### src/rtl/scarv_uart_rx.sv
// -----------------------------------------------------------------------------
// scarv_uart_rx
//
// UART receiver for an asynchronous 8N1 / 8N2 serial line. The line is
// synchronised into the f_clk domain, each frame is sampled at mid-bit, and
// completed bytes are offered on a valid/ready handshake.
//
// Parameters
//   UART_BIT_RATE   line bit rate in bits/s
//   UART_CLK_HZ     f_clk frequency in Hz
//   UART_STOP_BITS  stop bits per frame (1 or 2)
//
// Ports
//   f_clk         in   single clock, all logic runs in this domain
//   sys_reset     in   asynchronous active-high reset
//   uart_rxd      in   serial input, idle high, asynchronous to f_clk
//   rx_data       out  received byte (LSB first on the line)
//   rx_valid      out  rx_data holds an unconsumed byte
//   rx_ready      in   consumer takes the byte when rx_valid & rx_ready
//   rx_frame_err  out  one-cycle pulse: a stop bit was sampled low
//   rx_overrun    out  one-cycle pulse: a byte completed while the previous
//                      one was still unconsumed (the new byte is dropped)
// -----------------------------------------------------------------------------
module scarv_uart_rx #(
    parameter int UART_BIT_RATE  = 256_000,
    parameter int UART_CLK_HZ    = 50_000_000,
    parameter int UART_STOP_BITS = 1
) (
    input  logic       f_clk,
    input  logic       sys_reset,
    input  logic       uart_rxd,
    output logic [7:0] rx_data,
    output logic       rx_valid,
    input  logic       rx_ready,
    output logic       rx_frame_err,
    output logic       rx_overrun
);

    localparam int CPB  = UART_CLK_HZ / UART_BIT_RATE;
    localparam int HALF = CPB / 2;
    localparam int CW   = $clog2(CPB) + 1;

    localparam logic [CW-1:0] CNT_HALF_LAST = CW'(HALF - 1);
    localparam logic [CW-1:0] CNT_BIT_LAST  = CW'(CPB - 1);
    localparam logic [1:0]    STOP_LAST     = 2'(UART_STOP_BITS - 1);

    generate
        if (CPB < 4) begin : g_bad_cpb
            $error("scarv_uart_rx: clocks per bit must be at least 4");
        end
        if ((UART_STOP_BITS < 1) || (UART_STOP_BITS > 2)) begin : g_bad_stop
            $error("scarv_uart_rx: UART_STOP_BITS must be 1 or 2");
        end
    endgenerate

    typedef enum logic [2:0] {
        ST_IDLE      = 3'd0,
        ST_START     = 3'd1,
        ST_DATA      = 3'd2,
        ST_STOP      = 3'd3,
        ST_WAIT_HIGH = 3'd4
    } state_t;

    state_t          state_r;
    state_t          state_nxt_s;

    logic            sync_meta_r;
    logic            rxs_r;
    logic [CW-1:0]   cnt_r;
    logic [2:0]      bit_idx_r;
    logic [1:0]      stop_idx_r;
    logic            stop_err_r;
    logic [7:0]      shift_r;

    logic            cnt_clr_s;
    logic            shift_en_s;
    logic            stop_en_s;
    logic            deliver_s;
    logic            ferr_s;
    logic            accept_s;

    // Two-flop synchroniser; resets to the idle (high) line level.
    always_ff @(posedge f_clk or posedge sys_reset) begin
        if (sys_reset) begin
            sync_meta_r <= 1'b1;
            rxs_r       <= 1'b1;
        end else begin
            sync_meta_r <= uart_rxd;
            rxs_r       <= sync_meta_r;
        end
    end

    // FSM state register.
    always_ff @(posedge f_clk or posedge sys_reset) begin
        if (sys_reset) begin
            state_r <= ST_IDLE;
        end else begin
            state_r <= state_nxt_s;
        end
    end

    // FSM next-state and datapath strobes. Every transition also clears cnt,
    // so each state starts counting from zero.
    always_comb begin
        state_nxt_s = state_r;
        cnt_clr_s   = 1'b0;
        shift_en_s  = 1'b0;
        stop_en_s   = 1'b0;
        deliver_s   = 1'b0;
        ferr_s      = 1'b0;
        case (state_r)
            ST_IDLE: begin
                if (!rxs_r) begin
                    state_nxt_s = ST_START;
                    cnt_clr_s   = 1'b1;
                end else begin
                    state_nxt_s = ST_IDLE;
                end
            end
            ST_START: begin
                // Re-check the start bit at its middle to reject glitches.
                if (cnt_r == CNT_HALF_LAST) begin
                    cnt_clr_s   = 1'b1;
                    state_nxt_s = rxs_r ? ST_IDLE : ST_DATA;
                end else begin
                    state_nxt_s = ST_START;
                end
            end
            ST_DATA: begin
                if (cnt_r == CNT_BIT_LAST) begin
                    cnt_clr_s  = 1'b1;
                    shift_en_s = 1'b1;
                    if (bit_idx_r == 3'd7) begin
                        state_nxt_s = ST_STOP;
                    end else begin
                        state_nxt_s = ST_DATA;
                    end
                end else begin
                    state_nxt_s = ST_DATA;
                end
            end
            ST_STOP: begin
                if (cnt_r == CNT_BIT_LAST) begin
                    cnt_clr_s = 1'b1;
                    stop_en_s = 1'b1;
                    if (stop_idx_r == STOP_LAST) begin
                        // Final stop sample: fold in this sample directly
                        // since stop_err_r only updates at the clock edge.
                        if (stop_err_r || !rxs_r) begin
                            ferr_s      = 1'b1;
                            state_nxt_s = ST_WAIT_HIGH;
                        end else begin
                            deliver_s   = 1'b1;
                            state_nxt_s = ST_IDLE;
                        end
                    end else begin
                        state_nxt_s = ST_STOP;
                    end
                end else begin
                    state_nxt_s = ST_STOP;
                end
            end
            ST_WAIT_HIGH: begin
                // Hold off until the line recovers so a break is not
                // reinterpreted as a stream of zero frames.
                if (rxs_r) begin
                    cnt_clr_s   = 1'b1;
                    state_nxt_s = ST_IDLE;
                end else begin
                    state_nxt_s = ST_WAIT_HIGH;
                end
            end
            default: begin
                cnt_clr_s   = 1'b1;
                state_nxt_s = ST_IDLE;
            end
        endcase
    end

    // Bit-period counter, bit/stop indices, stop error flag and shift register.
    always_ff @(posedge f_clk or posedge sys_reset) begin
        if (sys_reset) begin
            cnt_r      <= {CW{1'b0}};
            bit_idx_r  <= 3'd0;
            stop_idx_r <= 2'd0;
            stop_err_r <= 1'b0;
            shift_r    <= 8'h00;
        end else begin
            if (cnt_clr_s) begin
                cnt_r <= {CW{1'b0}};
            end else if ((state_r == ST_START) || (state_r == ST_DATA) ||
                         (state_r == ST_STOP)) begin
                cnt_r <= cnt_r + CW'(1);
            end else begin
                cnt_r <= cnt_r;
            end

            if (state_r == ST_START) begin
                bit_idx_r <= 3'd0;
            end else if (shift_en_s) begin
                bit_idx_r <= bit_idx_r + 3'd1;
            end else begin
                bit_idx_r <= bit_idx_r;
            end

            if (state_r == ST_DATA) begin
                stop_idx_r <= 2'd0;
                stop_err_r <= 1'b0;
            end else if (stop_en_s) begin
                stop_idx_r <= stop_idx_r + 2'd1;
                stop_err_r <= stop_err_r | ~rxs_r;
            end else begin
                stop_idx_r <= stop_idx_r;
                stop_err_r <= stop_err_r;
            end

            // LSB arrives first: shift in at the top, after eight shifts
            // bit 0 sits at the bottom.
            if (shift_en_s) begin
                shift_r <= {rxs_r, shift_r[7:1]};
            end else begin
                shift_r <= shift_r;
            end
        end
    end

    assign accept_s = rx_valid & rx_ready;

    // Output registers: byte hand-off, overrun and frame-error pulses.
    always_ff @(posedge f_clk or posedge sys_reset) begin
        if (sys_reset) begin
            rx_data      <= 8'h00;
            rx_valid     <= 1'b0;
            rx_frame_err <= 1'b0;
            rx_overrun   <= 1'b0;
        end else begin
            rx_frame_err <= ferr_s;
            rx_overrun   <= deliver_s & rx_valid & ~rx_ready;
            if (deliver_s && (!rx_valid || rx_ready)) begin
                rx_data  <= shift_r;
                rx_valid <= 1'b1;
            end else if (accept_s) begin
                rx_data  <= rx_data;
                rx_valid <= 1'b0;
            end else begin
                rx_data  <= rx_data;
                rx_valid <= rx_valid;
            end
        end
    end

endmodule

### config.mk
export PLATFORM = sky130hd
export DESIGN_NAME = scarv_uart_rx
export DESIGN_NICKNAME = d
export VERILOG_FILES = /design/src/rtl/scarv_uart_rx.sv
export SDC_FILE = /design/constraint.sdc
export NUM_CORES = 1
export LEC_CHECK = 0
export ABC_CLOCK_PERIOD_IN_PS = 3700
export BUFFER_PORTS_ARGS = -buffer_cell sky130_fd_sc_hd__buf_2
export CAP_MARGIN = 20
export CELL_PAD_IN_SITES_DETAIL_PLACEMENT = 0
export CELL_PAD_IN_SITES_GLOBAL_PLACEMENT = 1
export CORE_MARGIN = 4
export CORE_UTILIZATION = 51
export CTS_CLUSTER_SIZE = 24
export DETAILED_ROUTE_END_ITERATION = 8
export GPL_TIMING_DRIVEN = 0
export PLACE_DENSITY_LB_ADDON = 0.1
export SYNTH_ARGS = -nofsm -noshare
export SYNTH_HDL_FRONTEND = slang
export SYNTH_SLANG_ARGS = --single-unit
### constraint.sdc
create_clock -name f_clk -period 3.7 [get_ports f_clk]
set_input_delay 0.555 -clock f_clk [delete_from_list [all_inputs] [get_ports f_clk]]
set_output_delay 0.555 -clock f_clk [all_outputs]
set_load 0.01 [all_outputs]
==> results.yml <==
synthesis:
  synth_area_sq_um: 1910
  synth_cells: 169
  synth_edf_count: 0
  netlist.area_leader.share: 0.485
  async_flop_share: 1.00
  synth_area_leaders: "dfrtp_1 49%, mux2_4 5.5%, mux2_2 5.3%"
  syn_area_per_cell_sq_um: 11.3
  synth-main-ff-cell: "dfrtp_1"
  synth_nets: 179
  synth_seq_cells: 39
  yosysWarnings: 0
  seq_area_frac_synth: 0.513
  yosys.area.top_type: "dfrtp_1"
  ys_types: 44
clock_network:
  cts_sinks: 39
  post_cts_buffers: 0
  clkLatencyLatePin_ps: 290
  cts_htree_levels: 2
  cts-root-buf: "clkbuf_8"
  cts_tree: "built"
  cts_resized: 0
  clockBufferDepth: 2
  ctsHoldBuffers: 0
  path_clk_slew_ps: 70
  numCtsBuffers: 5
sta:
  worst_pin_slew_ps: 792
  skew_ps: 5.23
  period_share: 0.611
  maxSlewViolCount: 0
  rsz0062_at_grt: "false"
  period_minus_slack_ps: 2260
  hold_violations: 0
  setup_tns_ps: 0
  slew_headroom: 0.471
  fmax_mhz: 443
  finalSetupViolations: 0
finish:
  n_fill_cell: 303
  layoutNonFillerInstCount: 237
  nNetsFinal: 200
  antennaDiodeCount: 0
  layout-drive-gt1-share: 0.267
  multi_input_area_sq_um: 852
  seq_area_sq_um: 978
  area_growth_pct: 13.6
floorplanning:
  die_h_um: 69.2
  initial_core_util: 0.550
  row_count: 21
  dieArea_sq_um: 4780
  fp.dieW_um: 69.2
  fp.coreArea_sq_um: 3470
  ios: 15
worst_hold_path:
  min_delay_worst_endpoint: "rxs_r$_DFF_PP1_"
  worstHoldStart: "sync_meta_r$_DFF_PP1_"
  hold_path_class: "register to register"
  min_path_cells: 0
setup_path:
  cp-startpoint: "cnt_r[2]$_DFFE_PP0P_"
  rr_worst_depth: 5
  r2r_setup_slack_ps: 1440
  crit_path_max_fanout: 10
  r2r_end: "shift_r[4]$_DFFE_PP0P_"
  r2r_start: "cnt_r[2]$_DFFE_PP0P_"
  end_kind: "register"
  crit_path_start_kind: "register"
  cp.required_ps: 3870
  arrival_ps: 2430
  path_class: "register to register"
routing:
  wl_per_cell_um: 15.1
  wl_met3_um: 158
  drt_pass1_iterations: 5
  routed.top_layer: "met4"
  drtIter0Drc: 114
  route.vias.total: 1347
  drt-met1-wl_um: 1620
  wl_um: 3580
  wl_met2_um: 1760
  vias_per_cell: 5.68
  ant_nets: 0
  drcViolationCount: 0
global_route:
  grt_start_max_net_pins: 40
  grt_pass1_vias: 1369
  antenna_found_initial: 0
  globalRoute.totalOverflow: 0
  gr-usage-all-layers: 0.162
  grt_pass1_wl_um: 6410
place:
  gp_congestion: 0.811
  dp_hpwl_um: 2460
  placed_cells: 229
  port-buffer-count: 14
status:
  status: "completed"
pwr:
  ir_worst_vdd_mv: 0.235
  p_total_uw: 855
  p_per_area_nw_per_um2: 394
  p_leak_nw: 1.05
job:
  max_cap_viol_count: 0
[registers in the layout, summed over array words and instances (netlist names)]
name / flops
rx_overrun: 1
stop_err_r: 1
rx_frame_err: 1
sync_meta_r: 1
bit_idx_r: 3
rx_data: 8
cnt_r: 9
state_r: 3
shift_r: 8
rxs_r: 1
stop_idx_r: 2
rx_valid: 1
[logic make-up (layout without fill, tap and decap cells)]
family	count (synthesis)	after routing	share of synthesized area
and+or+nand+nor	54	54	0.173
DFF	39	39	0.513
AOI/OAI and AO/OA	36	36	0.116
muxes	17	17	0.113
buffers and inverters	16	38	0.0407
adders and majority gates	6	6	0.0393
xor gates and xnor gates	1	1	0.00459
[layout make-up]
| class | instances | area share |
|---|---|---|
| buffer | 9 | 0.0237 |
| sequential | 39 | 0.451 |
| clock inverter | 2 | 0.0277 |
| timing repair buffer | 14 | 0.0323 |
| clock buffer | 6 | 0.0335 |
| multi-input combinational | 114 | 0.393 |
| tap | 46 | 0.0265 |
| inverter | 7 | 0.0121 |
[Yosys cell counts, types with 2 or more instances]
cell type / count
dfrtp_1: 37
a21oi_1: 14
nand2_1: 12
nor2_1: 10
mux2_2: 9
o21ai_0: 9
inv_1: 7
mux2_4: 7
ha_1: 6
nor3_1: 6
clkbuf_1: 5
or4_1: 4
nand3_1: 3
a31oi_1: 2
buf_2: 2
buf_6: 2
dfstp_2: 2
nand2b_1: 2
nand4_1: 2
nand4b_1: 2
nor2b_1: 2
nor4_1: 2
[worst max-delay path, cell delays in order (launching register included)]
cell and delay (ps):
dfrtp_1 450, or4_1 570, buf_6 170, nor4_4 420
buf_6 220, mux2_4 310
[worst max-delay path by stage]
stage / cells after the start / slack [ps] / to
after global routing: 7 / 1380 / cnt_r[5]$_DFFE_PP0P_
after floorplan: 5 / 1650 / shift_r[2]$_DFFE_PP0P_
after detailed placement: 5 / 1480 / shift_r[4]$_DFFE_PP0P_
after CTS: 5 / 1460 / shift_r[4]$_DFFE_PP0P_
final: 5 / 1440 / shift_r[4]$_DFFE_PP0P_
after global placement: 5 / 1500 / shift_r[5]$_DFFE_PP0P_
[power breakdown]
| part | switching, mW | internal [mW] |
|---|---|---|
| Sequential | 0.00145 | 0.428 |
| Combinational | 0.00901 | 0.00198 |
| Clock | 0.145 | 0.270 |
| Total | 0.155 | 0.699 |
[cells in the final DEF, fill, tap and decap left out, types with 2 or more instances in the layout]
| cell | n |
|---|---|
| dfrtp_1 | 37 |
| nor2_1 | 10 |
| clkbuf_8 | 5 |
| nor2b_1 | 2 |
| bufinv_16 | 2 |
| or4_1 | 4 |
| inv_1 | 6 |
| nor3_1 | 6 |
| nand2_1 | 12 |
| dfstp_2 | 2 |
| ha_1 | 6 |
| o21ai_0 | 9 |
| a21oi_1 | 14 |
| nand4b_1 | 2 |
| buf_2 | 16 |
| mux2_2 | 9 |
| nor4_1 | 2 |
| nand3_1 | 3 |
| buf_6 | 2 |
| clkbuf_1 | 6 |
| a31oi_1 | 2 |
| nand2b_1 | 2 |
| mux2_4 | 7 |
| nand4_1 | 2 |
[layer usage]
metal  GRT usage  vias up
met4      0.0586        0
li1            -      652
met1       0.211      660
met2       0.264       30
met3      0.0378        5
met5           0        -
[through the flow]
step	instance area, sq um	utilization	hold slack (ps)	worst slack (ps)
finish	2170	0.625	359	1440
global route	2170	0.625	361	1380
CTS	2170	0.625	360	1460
detailed placement	2040	0.587	349	1480
global placement	2040	0.587	345	1500
floorplan	1910	-	345	1650
Power figures use the tool's default switching activity.
